<file path="src/rtl/scan_sequencer.sv">
// -----------------------------------------------------------------------------
// scan_sequencer
//
// Round-robin lane scanner for a time-multiplexed driver. It walks the set bits
// of lane_mask from lowest to highest and presents each lane index on sel.
// sel_valid is high for DWELL cycles per lane, then low for BLANK dead-time
// cycles before the next lane. frame_done pulses for one cycle when the
// sequence wraps back to the lowest enabled lane.
//
// Parameters
//   N      : lane index width (M = 2**N lanes)
//   DWELL  : cycles sel_valid stays high per lane (1..255)
//   BLANK  : dead-time cycles between lanes (0..255)
//
// Ports
//   clk        in   single clock, rising edge
//   rst_n      in   asynchronous active-low reset
//   en         in   scan enable; dropping it returns the block to idle
//   lane_mask  in   M bits, bit i set = lane i is scanned
//   sel        out  N bits, registered lane index for the downstream decoder
//   sel_valid  out  high while the selected lane is to be driven
//   frame_done out  one-cycle pulse when a wrap-around lane first appears
//   frame_cnt  out  8-bit frame counter (only with SCAN_SEQUENCER_FRAME_CNT_EN)
//
// Optional feature
//   SCAN_SEQUENCER_FRAME_CNT_EN : when defined, adds frame_cnt, which counts
//   frame_done pulses modulo 256 and is cleared by reset.
// -----------------------------------------------------------------------------
module scan_sequencer #(
  parameter int N     = 3,
  parameter int DWELL = 4,
  parameter int BLANK = 1
) (
  input  logic                clk,
  input  logic                rst_n,
  input  logic                en,
  input  logic [(1<<N)-1:0]   lane_mask,
  output logic [N-1:0]        sel,
  output logic                sel_valid,
`ifdef SCAN_SEQUENCER_FRAME_CNT_EN
  output logic [7:0]          frame_cnt,
`endif
  output logic                frame_done
);

  localparam int M = 1 << N;

  // Terminal counts of the shared dwell/blank counter.
  localparam logic [7:0] DWELL_LAST = 8'(DWELL - 1);
  localparam logic [7:0] BLANK_LAST = (BLANK > 0) ? 8'(BLANK - 1) : 8'd0;
  localparam logic       HAS_BLANK  = (BLANK > 0) ? 1'b1 : 1'b0;

  typedef enum logic [1:0] {
    ST_IDLE  = 2'd0,
    ST_SCAN  = 2'd1,
    ST_BLANK = 2'd2
  } state_t;

  state_t      state;
  state_t      state_nxt;
  logic [7:0]  cnt;
  logic [7:0]  cnt_nxt;
  logic [N-1:0] sel_nxt;
  logic        valid_nxt;
  logic        done_nxt;
  logic [N-1:0] low_lane;
  logic [N:0]  adv_lane;

  // Index of the lowest set bit of mask (0 when mask is empty).
  function automatic logic [N-1:0] lowest_set(input logic [M-1:0] mask);
    logic [N-1:0] idx;
    idx = '0;
    for (int i = M - 1; i >= 0; i--) begin
      if (mask[i]) begin
        idx = N'(i);
      end else begin
        idx = idx;
      end
    end
    return idx;
  endfunction

  // Next set bit strictly above cur; MSB of the result flags a wrap to the
  // lowest set bit (which includes a single-lane mask wrapping onto itself).
  function automatic logic [N:0] next_lane(input logic [M-1:0] mask,
                                           input logic [N-1:0] cur);
    logic         found;
    logic [N-1:0] idx;
    found = 1'b0;
    idx   = '0;
    for (int i = 0; i < M; i++) begin
      if (!found && mask[i] && (i > int'(cur))) begin
        found = 1'b1;
        idx   = N'(i);
      end else begin
        found = found;
      end
    end
    if (found) begin
      return {1'b0, idx};
    end else begin
      return {1'b1, lowest_set(mask)};
    end
  endfunction

  assign low_lane = lowest_set(lane_mask);
  assign adv_lane = next_lane(lane_mask, sel);

  // Next-state and next-output logic; lane_mask is only consulted at IDLE
  // exit and at lane-advance points, so mid-dwell mask edits take effect late.
  always_comb begin
    state_nxt = state;
    cnt_nxt   = cnt;
    sel_nxt   = sel;
    valid_nxt = sel_valid;
    done_nxt  = 1'b0;

    case (state)
      ST_IDLE: begin
        cnt_nxt = 8'd0;
        if (en && (lane_mask != '0)) begin
          state_nxt = ST_SCAN;
          sel_nxt   = low_lane;
          valid_nxt = 1'b1;
        end else begin
          valid_nxt = 1'b0;
        end
      end

      ST_SCAN: begin
        if (!en) begin
          state_nxt = ST_IDLE;
          valid_nxt = 1'b0;
          cnt_nxt   = 8'd0;
        end else if (cnt == DWELL_LAST) begin
          cnt_nxt = 8'd0;
          if (HAS_BLANK) begin
            state_nxt = ST_BLANK;
            valid_nxt = 1'b0;
          end else if (lane_mask == '0) begin
            state_nxt = ST_IDLE;
            valid_nxt = 1'b0;
          end else begin
            // BLANK=0: hop straight to the next lane, sel_valid stays high.
            state_nxt = ST_SCAN;
            sel_nxt   = adv_lane[N-1:0];
            valid_nxt = 1'b1;
            done_nxt  = adv_lane[N];
          end
        end else begin
          cnt_nxt = cnt + 8'd1;
        end
      end

      ST_BLANK: begin
        if (!en) begin
          state_nxt = ST_IDLE;
          valid_nxt = 1'b0;
          cnt_nxt   = 8'd0;
        end else if (cnt == BLANK_LAST) begin
          cnt_nxt = 8'd0;
          if (lane_mask == '0) begin
            state_nxt = ST_IDLE;
            valid_nxt = 1'b0;
          end else begin
            state_nxt = ST_SCAN;
            sel_nxt   = adv_lane[N-1:0];
            valid_nxt = 1'b1;
            done_nxt  = adv_lane[N];
          end
        end else begin
          cnt_nxt = cnt + 8'd1;
        end
      end

      default: begin
        state_nxt = ST_IDLE;
        valid_nxt = 1'b0;
        cnt_nxt   = 8'd0;
      end
    endcase
  end

  // State, counter and output registers.
  always_ff @(posedge clk or negedge rst_n) begin
    if (!rst_n) begin
      state      <= ST_IDLE;
      cnt        <= 8'd0;
      sel        <= '0;
      sel_valid  <= 1'b0;
      frame_done <= 1'b0;
    end else begin
      state      <= state_nxt;
      cnt        <= cnt_nxt;
      sel        <= sel_nxt;
      sel_valid  <= valid_nxt;
      frame_done <= done_nxt;
    end
  end

`ifdef SCAN_SEQUENCER_FRAME_CNT_EN
  // Frame counter steps on the same edge that raises frame_done, so the new
  // count appears together with the pulse; wraps naturally at 8 bits.
  always_ff @(posedge clk or negedge rst_n) begin
    if (!rst_n) begin
      frame_cnt <= 8'd0;
    end else if (done_nxt) begin
      frame_cnt <= frame_cnt + 8'd1;
    end else begin
      frame_cnt <= frame_cnt;
    end
  end
`endif

endmodule

</file>
<file path="config.mk">
export PLATFORM = sky130hd
export DESIGN_NAME = scan_sequencer
export DESIGN_NICKNAME = d
export VERILOG_FILES = /design/src/rtl/scan_sequencer.sv
export SDC_FILE = /design/constraint.sdc
export NUM_CORES = 1
export LEC_CHECK = 0
export BUFFER_PORTS_ARGS = -buffer_cell sky130_fd_sc_hd__buf_2
export CORE_MARGIN = 2
export CORE_UTILIZATION = 30
export CTS_BUF_LIST = sky130_fd_sc_hd__clkbuf_4
export DETAILED_ROUTE_END_ITERATION = 7
export RECOVER_POWER = 25
export SYNTH_ARGS = -nofsm -noshare
export SYNTH_HDL_FRONTEND = slang
export SYNTH_SLANG_ARGS = --single-unit
</file>
<file path="constraint.sdc">
create_clock -name clk -period 2.15 [get_ports clk]
set_clock_uncertainty 0.1 [all_clocks]
set_input_delay 0.1075 -clock clk [delete_from_list [all_inputs] [get_ports clk]]
set_output_delay 0.1075 -clock clk [all_outputs]
set_load 0.02 [all_outputs]
</file>
# Yosys cells after proc, flatten, opt, wreduce, memory -nomap -nowiden
# Index checks and enable logic that the tools add are counted.
# W data, S select, Z words.
[classes]
add_sub_neg = 1
n_mul = 0
div = 0
order_cmp = 7
n_eq_ne = 9
shift = 0
n_mux = 51
bitwise = 0
n_reduce_logical = 28
[op_table]
columns = ["cell", "n"]
rows = [
  ["$mux W3", 18],
  ["$mux W8", 4],
  ["$mux W1", 19],
  ["$logic_not A8 Y1", 2],
  ["$pmux W8 S2", 1],
  ["$logic_and A1 B1 Y1", 14],
  ["$gt A3 B3 Y1 const A", 4],
  ["$mux W2", 5],
  ["$add A8 B1 Y8 const B", 1],
  ["$eq A8 B2 Y1 const B", 1],
  ["$ne A2 B2 Y1 const B", 4],
  ["$reduce_bool A8 Y1", 1],
  ["$gt A2 B3 Y1 const A", 2],
  ["$logic_not A1 Y1", 6],
  ["$ne A3 B3 Y1 const B", 2],
  ["$pmux W2 S3", 1],
  ["$pmux W3 S2", 1],
  ["$reduce_and A5 Y1", 1],
  ["$mux W4", 1],
  ["$gt A1 B3 Y1 const A", 1],
  ["$pmux W1 S3", 1],
  ["$reduce_and A3 Y1", 1],
  ["$eq A2 B1 Y1 const B", 1],
  ["$eq A2 B2 Y1 const B", 1],
  ["3 further kinds", 3],
]
[totals]
register_bits = 15
latch_bits = 0
ram_bits = 0
mem_bits_ro = 0
input_bits = 11
out_inout_bits = 5
word_cells = 101
mem_count = 0

# Longest topological paths before layout
# Gate-level depths: netlist of the first run.
[depth]
depth_word = 32
ltp_mapped = 7
mapped_depth_nobuf = 6

# Worst setup path after synthesis of the first run
# No wires, ideal clock.
[synth_path]
path_kind = "register to register"
startpoint = "register cnt[5]"
endpoint = "register state[0]"
setup_time_ns = 0.074
t_arrival_ns = 1.715
required_ns = 1.976
setup_slack_ns = 0.261
path_stages_with_launch = 6
path_buffers = 0
synth_period_minus_slack_ns = 1.889
path_cell_list = "dfrtp_1 > nor4_4 > nand3_2 > a32o_2 > or4_4 > o21ai_2"
[synth_via]
elab_chain_cells = 3
word_cells_on_any_way = 5
classes_between = "eq/ne: 3; reduce/logical: 2"
[synth_lines]
columns = ["element", "line_no", "rtl"]
rows = [
  ["start, declared", "61", "logic [7:0] cnt;"],
  ["start signal, assigned", "194", "cnt <= cnt_nxt;"],
  ["$eq A8 B2 Y1 / $logic_not A8 Y1 (equally long branches)", "135, 160", ""],
  ["$ne A3 B3 Y1 (no line)", "--", ""],
  ["$reduce_and A3 Y1 (no line) *", "--", ""],
  ["end signal, assigned", "193", "state <= state_nxt;"],
  ["end, declared", "59", "state_t state;"],
]
# Every way passes the cells marked *; elsewhere a longest branch is shown, timed or not.
# A chain may end at the register's enable or synchronous reset.

# Worst setup path in the final report of the first run
# Same ends and word-level chain as after synthesis.

==> flow_metrics.py, run 1 <==
metrics = {
    "die": {
        "dieWidth_um": 62.5,
        "rows": 21,
        "io_pins": 16,
        "core_area_um2": 3310,
        "die_h_um": 62.5,
        "start_util": 0.310,
        "dieArea_um2": 3910,
    },
    "critical_path": {
        "path_cells": "nor4_4 -> nand3_2 -> a32o_2 -> or4_4 -> o21ai_2",
        "critPathBufInv": 0,
        "cpPeakStageDelay_ns": 0.52,
        "worstPathMaxFanout": 6,
        "critPathArrivalTime_ns": 2.13,
        "start_kind": "flop",
        "worstPathRequired_ns": 2.26,
        "cp-end-kind": "flop",
        "path_class": "flop to flop",
        "cp_top_family": "simple AND/OR/NAND/NOR gates",
        "crit_slowest_cell": "or4_4",
    },
    "detailed_routing": {
        "drcViolationCount": 0,
        "wl_per_cell_um": 12.8,
        "routed_wl_um": 2330,
        "antenna_left": 0,
        "vias": 931,
        "vias_per_cell": 5.14,
        "drt-initial-drc-count": 38,
        "drtPass1Iterations": 4,
    },
    "cells_and_area": {
        "diodes": 0,
        "drive_above_1_share": 0.252,
        "fin_nets": 153,
        "syn_to_final_growth_pct": 17.7,
        "fin_util": 0.365,
    },
    "grt": {
        "gr-total-overflow": 0,
        "antenna_found_initial": 0,
        "grtUsageTotal": 0.125,
        "grt_pass1_wl_um": 4060,
        "grt_start_max_net_pins": 16,
        "grt_pass1_vias": 937,
    },
    "job": {
        "max_cap_violations": 0,
    },
    "synth": {
        "synthesis.instances": 115,
        "synth-main-ff-cell": "dfrtp_1",
        "netlist.area_leader.share": 0.365,
        "ys_seq_area_frac": 0.365,
        "yosys.area.top_type": "dfrtp_1",
        "yosys.cell_types.count": 41,
        "yosys_warnings": 0,
        "async_reset_ff_frac": 1.00,
        "synth_seq_cells": 15,
        "syn-num-nets": 132,
        "synthTopCellsByArea": "dfrtp_1 37%, ha_1 7.3%, nor2_1 5.1%, nand2_1 3.7%, nand3_1 3.4%",
        "synth_edf_count": 0,
        "yosysMostFrequentCell": "dfrtp_1",
        "synth_area_um2": 1030,
        "syn_avg_cell_area_um2": 8.93,
        "synth_common_cells": "15 x dfrtp_1, 14 x nor2_1, 10 x nand2_1",
    },
    "clock_network": {
        "cts_setup_buffers": 0,
        "clk_latency_ns": 0.28,
        "cts_tree": "yes",
        "cts_sinks": 15,
        "h-tree-depth": 1,
        "cts-buffers-inserted": 3,
        "cts_root_buf": "clkbuf_4",
        "clkSlewWorstSetupHoldPaths_ns": 0.10,
        "cts_max_path_buffers": 2,
    },
    "timing": {
        "post-route-min-period_ns": 2.02,
        "fmax_mhz": 494,
        "setup_ws_ns": 0.127,
        "slew_headroom": 0.454,
        "worst_pin_slew_ns": 0.819,
        "rsz0062_at_grt": "no",
        "final-setup-viol-count": 0,
        "slew_violations": 0,
        "fin_tns_setup_ns": 0,
        "hold_viol": 0,
        "post-route-period-util": 0.941,
    },
    "status": {
        "outcome": "completed",
    },
    "placement": {
        "place.gp.congestion": 0.873,
        "dp_slack_ns": 0.156,
        "hpwl_um": 1860,
        "place.port_buffers": 15,
    },
    "power_and_ir_drop": {
        "p_per_area_nw_per_um2": 969,
        "ir_worst_vdd_mv": 0.344,
        "p_leak_nw": 0.529,
    },
    "hold_path": {
        "min_path_type": "primary input to flop",
    },
}
## layer usage
layer / routed length, um / GRT usage
met1: 1080 / 0.162
met2: 1140 / 0.218
met3: 91 / 0.0162
met4: 14 / 0.0333
met5: 0 / 0
## through the flow
step                total power (W)  instance area [um2]  std cells  hold WS [ns]
finish                      0.00117                 1210        181        0.0649
global route                0.00129                 1210        181        0.0969
CTS                         0.00118                 1210        181        0.0564
detailed placement          0.00101                 1160        175       -0.0665
global placement           0.000994                 1160        175       -0.0759
floorplan                  0.000834                 1030        115        -0.288
## sequential cells by signal, summed over array words and instances, names as in the netlist
register / count
sel: 3
cnt: 8
state: 2
frame_done: 1
sel_valid: 1
## repair_timing
item / CTS / global route
hold buffers: 2 / 0
hold endpoints to repair: 16 / 0
setup endpoints to repair: 0 / 0
gates resized for setup: 0 / 0
## where the power goes
group / leakage [nW] / internal [W] / total (W) / switching, W
registers: 0.202 / 0.000340 / 0.000418 / 0.0000777
clock network: 0.0177 / 0.0000690 / 0.000159 / 0.0000903
logic: 0.310 / 0.000247 / 0.000594 / 0.000347
## placed cells by master, fill, tap and decap left out, drive strengths merged, types with 2 or more instances in the layout
| cell | instances |
|---|---|
| nor2 | 14 |
| xor2 | 3 |
| nand2 | 10 |
| or4 | 3 |
| nor4 | 2 |
| inv | 7 |
| o21ai | 7 |
| dfrtp | 15 |
| clkbuf | 4 |
| a211o | 2 |
| o31ai | 2 |
| nand3 | 8 |
| nor2b | 3 |
| dlygate4sd3 | 2 |
| ha | 6 |
| a21oi | 7 |
| xnor2 | 3 |
| a21boi | 2 |
| nor3 | 2 |
| buf | 16 |
## cell families after synthesis
logic type / share of synthesized area
DFF: 0.365
and+or+nand+nor: 0.253
buffers and inverters: 0.0378
AOI/OAI and AO/OA: 0.208
muxes: 0.0110
adders and majority gates: 0.0731
xor gates and xnor gates: 0.0512
## final cells by class
class | instances | area [um2]
Timing Repair Buffer | 19 | 109
Fill cell | 368 | 2100
Clock inverter | 1 | 5.00
Tap cell | 46 | 57.6
Multi-Input combinational cell | 90 | 613
Sequential cell | 15 | 375
Inverter | 7 | 26.3
Clock buffer | 3 | 22.5
## path summary, 6_finish.rpt
path / depth (start not counted) / startpoint / endpoint / slack (ns)
min: 4 / lane_mask[0] / sel[1] / 0.06
min reg2reg: 2 / sel_valid / sel_valid / 0.41
min in group asynchronous: 2 / rst_n / cnt[7] / 0.33
max in group asynchronous: 2 / rst_n / state[1] / 1.10
max: 5 / cnt[5] / state[0] / 0.13
max reg2reg: 5 / cnt[5] / state[0] / 0.13
## worst register-to-register path, stage by stage (launching register included)
cell and delay, ns:
dfrtp_1 0.45, nor4_4 0.34, nand3_2 0.14, a32o_2 0.33, or4_4 0.52, o21ai_2 0.06
No activity file was read; power rests on OpenSTA's default activity.
==> run 2: changes to the inputs <==
clock period = 2 ns   (was 2.15 ns; I/O delays follow)
==> run 2 against run 1 <==
Compared with the run above:
- sequential cell count did not move
- fmax rose by 3.7%
- utilization rose by 0.94 points
- via count fell by 0.54%
- global-route usage fell by 0.32 points
- setup slack got worse by 0.079 ns
- critical path type unchanged
- critical endpoint unchanged
==> flow_metrics.py, run 2 (synthesized netlist as in run 1, its figures left out) <==
metrics = {
    "die": {
        "die_h_um": 62.5,
        "core_area_um2": 3310,
        "rows": 21,
        "start_util": 0.310,
        "dieWidth_um": 62.5,
        "io_pins": 16,
        "dieArea_um2": 3910,
    },
    "detailed_routing": {
        "routed_wl_um": 2280,
        "drt-initial-drc-count": 48,
        "vias": 926,
        "antenna_left": 0,
        "drtPass1Iterations": 4,
        "wl_per_cell_um": 12.3,
        "vias_per_cell": 5.01,
        "drcViolationCount": 0,
    },
    "critical_path": {
        "worstPathMaxFanout": 6,
        "critPathArrivalTime_ns": 2.07,
        "path_class": "flop to flop",
        "start_kind": "flop",
        "cp-end-kind": "flop",
        "worstPathRequired_ns": 2.11,
    },
    "timing": {
        "rsz0062_at_grt": "no",
        "post-route-period-util": 0.976,
        "post-route-min-period_ns": 1.95,
        "fmax_mhz": 512,
        "hold_viol": 0,
        "slew_violations": 0,
        "worst_pin_slew_ns": 0.783,
        "slew_headroom": 0.478,
        "final-setup-viol-count": 0,
        "fin_tns_setup_ns": 0,
    },
    "placement": {
        "place.gp.congestion": 0.828,
        "dpl_cell_area_um2": 1180,
        "hpwl_um": 1790,
        "place.port_buffers": 15,
    },
    "cells_and_area": {
        "diodes": 0,
        "largest_reg_flops": 8,
        "top_register": "cnt",
        "stdcell_area_um2": 1240,
        "reg_top3": "cnt: 8 flops, sel: 3 flops, state: 2 flops",
        "syn_to_final_growth_pct": 20.7,
        "drive_above_1_share": 0.281,
        "num-fill-cells": 361,
        "layout_common_cells": "14 x nor2_1, 14 x dfrtp_1, 14 x buf_2",
        "fin_nets": 157,
    },
    "status": {
        "outcome": "completed",
    },
    "clock_network": {
        "clk_latency_ns": 0.28,
        "cts_sinks": 15,
        "cts_tree": "yes",
        "cts_max_path_buffers": 2,
        "cts-buffers-inserted": 3,
        "cts_root_buf": "clkbuf_4",
        "clkSlewWorstSetupHoldPaths_ns": 0.09,
        "h-tree-depth": 1,
    },
    "power_and_ir_drop": {
        "ir_worst_vdd_mv": 0.366,
        "p_per_area_nw_per_um2": 1030,
        "p_leak_nw": 0.548,
    },
    "grt": {
        "grt_start_max_net_pins": 16,
        "grt_pass1_vias": 911,
        "grt_pass1_wl_um": 3940,
        "antenna_found_initial": 0,
        "grtUsageTotal": 0.122,
        "gr-total-overflow": 0,
    },
    "job": {
        "max_cap_violations": 0,
    },
    "hold_path": {
        "min_path_type": "primary input to flop",
    },
}
==> run 2: cell count changes in the layout (fill, tap and decap cells not counted), sizes merged <==
cell,delta
buf,+4
==> run 2: stage by stage <==
stage	hold WS (ns)	power, W	util	cells	setup WS [ns]
6_report	0.0532	0.00127	0.375	185	0.0483
5_1_grt	0.0817	0.00138	0.375	185	0.00595
4_1_cts	0.0513	0.00128	0.372	184	0.0534
3_5_place_dp	-0.0754	0.00110	0.358	178	0.0720
3_3_place_gp	-0.0819	0.00109	0.358	178	0.117
2_1_floorplan	-0.296	0.000897	-	115	0.111
==> run 2: power breakdown <==
part           leakage [nW]  internal, W  switching (W)
logic                 0.330     0.000281       0.000379
clock network        0.0177    0.0000742      0.0000972
registers             0.200     0.000366      0.0000739
total                 0.548     0.000721       0.000550
==> run 2: worst max-delay path, cell delays in order, from the launching register on <==
cell and delay (ns):
dfrtp_1 0.42, nor4_4 0.34, nand3_2 0.12, a32o_2 0.32
or4_4 0.52, o21ai_2 0.06
==> run 2: final timing paths <==
check,startpoint,to,slack [ns],depth (start not counted)
min in group asynchronous,rst_n,cnt[3],0.30,2
max in group asynchronous,rst_n,cnt[6],0.96,2
worst max-delay path,cnt[5],state[0],0.05,5
worst min-delay path,lane_mask[0],sel[0],0.05,4
worst max register to register,cnt[5],state[0],0.05,5
worst min register to register,sel_valid,sel_valid,0.41,2
==> run 2: routing by layer <==
layer / vias to the layer above / global-route usage / part of all wire
met3: 2 / 0.0198 / 0.046
met5: - / 0 / 0
met4: 0 / 0.0278 / 0.0035
li1: 460 / - / -
met2: 27 / 0.206 / 0.48
met1: 437 / 0.163 / 0.47
==> run 2: cell type report <==
class | instances | area (um2) | share of cell area
multi-input combinational | 90 | 613 | 0.494
sequential | 15 | 377 | 0.304
timing repair buffer | 23 | 139 | 0.112
tap | 46 | 57.6 | 0.0464
inverter | 7 | 26.3 | 0.0212
clock buffer | 3 | 22.5 | 0.0182
clock inverter | 1 | 5.00 | 0.00404
==> run 2: what timing repair did <==
| action | in CTS | in global routing |
|---|---|---|
| setup endpoints to repair | 0 | 1 |
| buffers inserted | 0 | 1 |
| hold endpoints to repair | 16 | 0 |
| hold buffers | 2 | 0 |
| gates resized for setup | 0 | 1 |
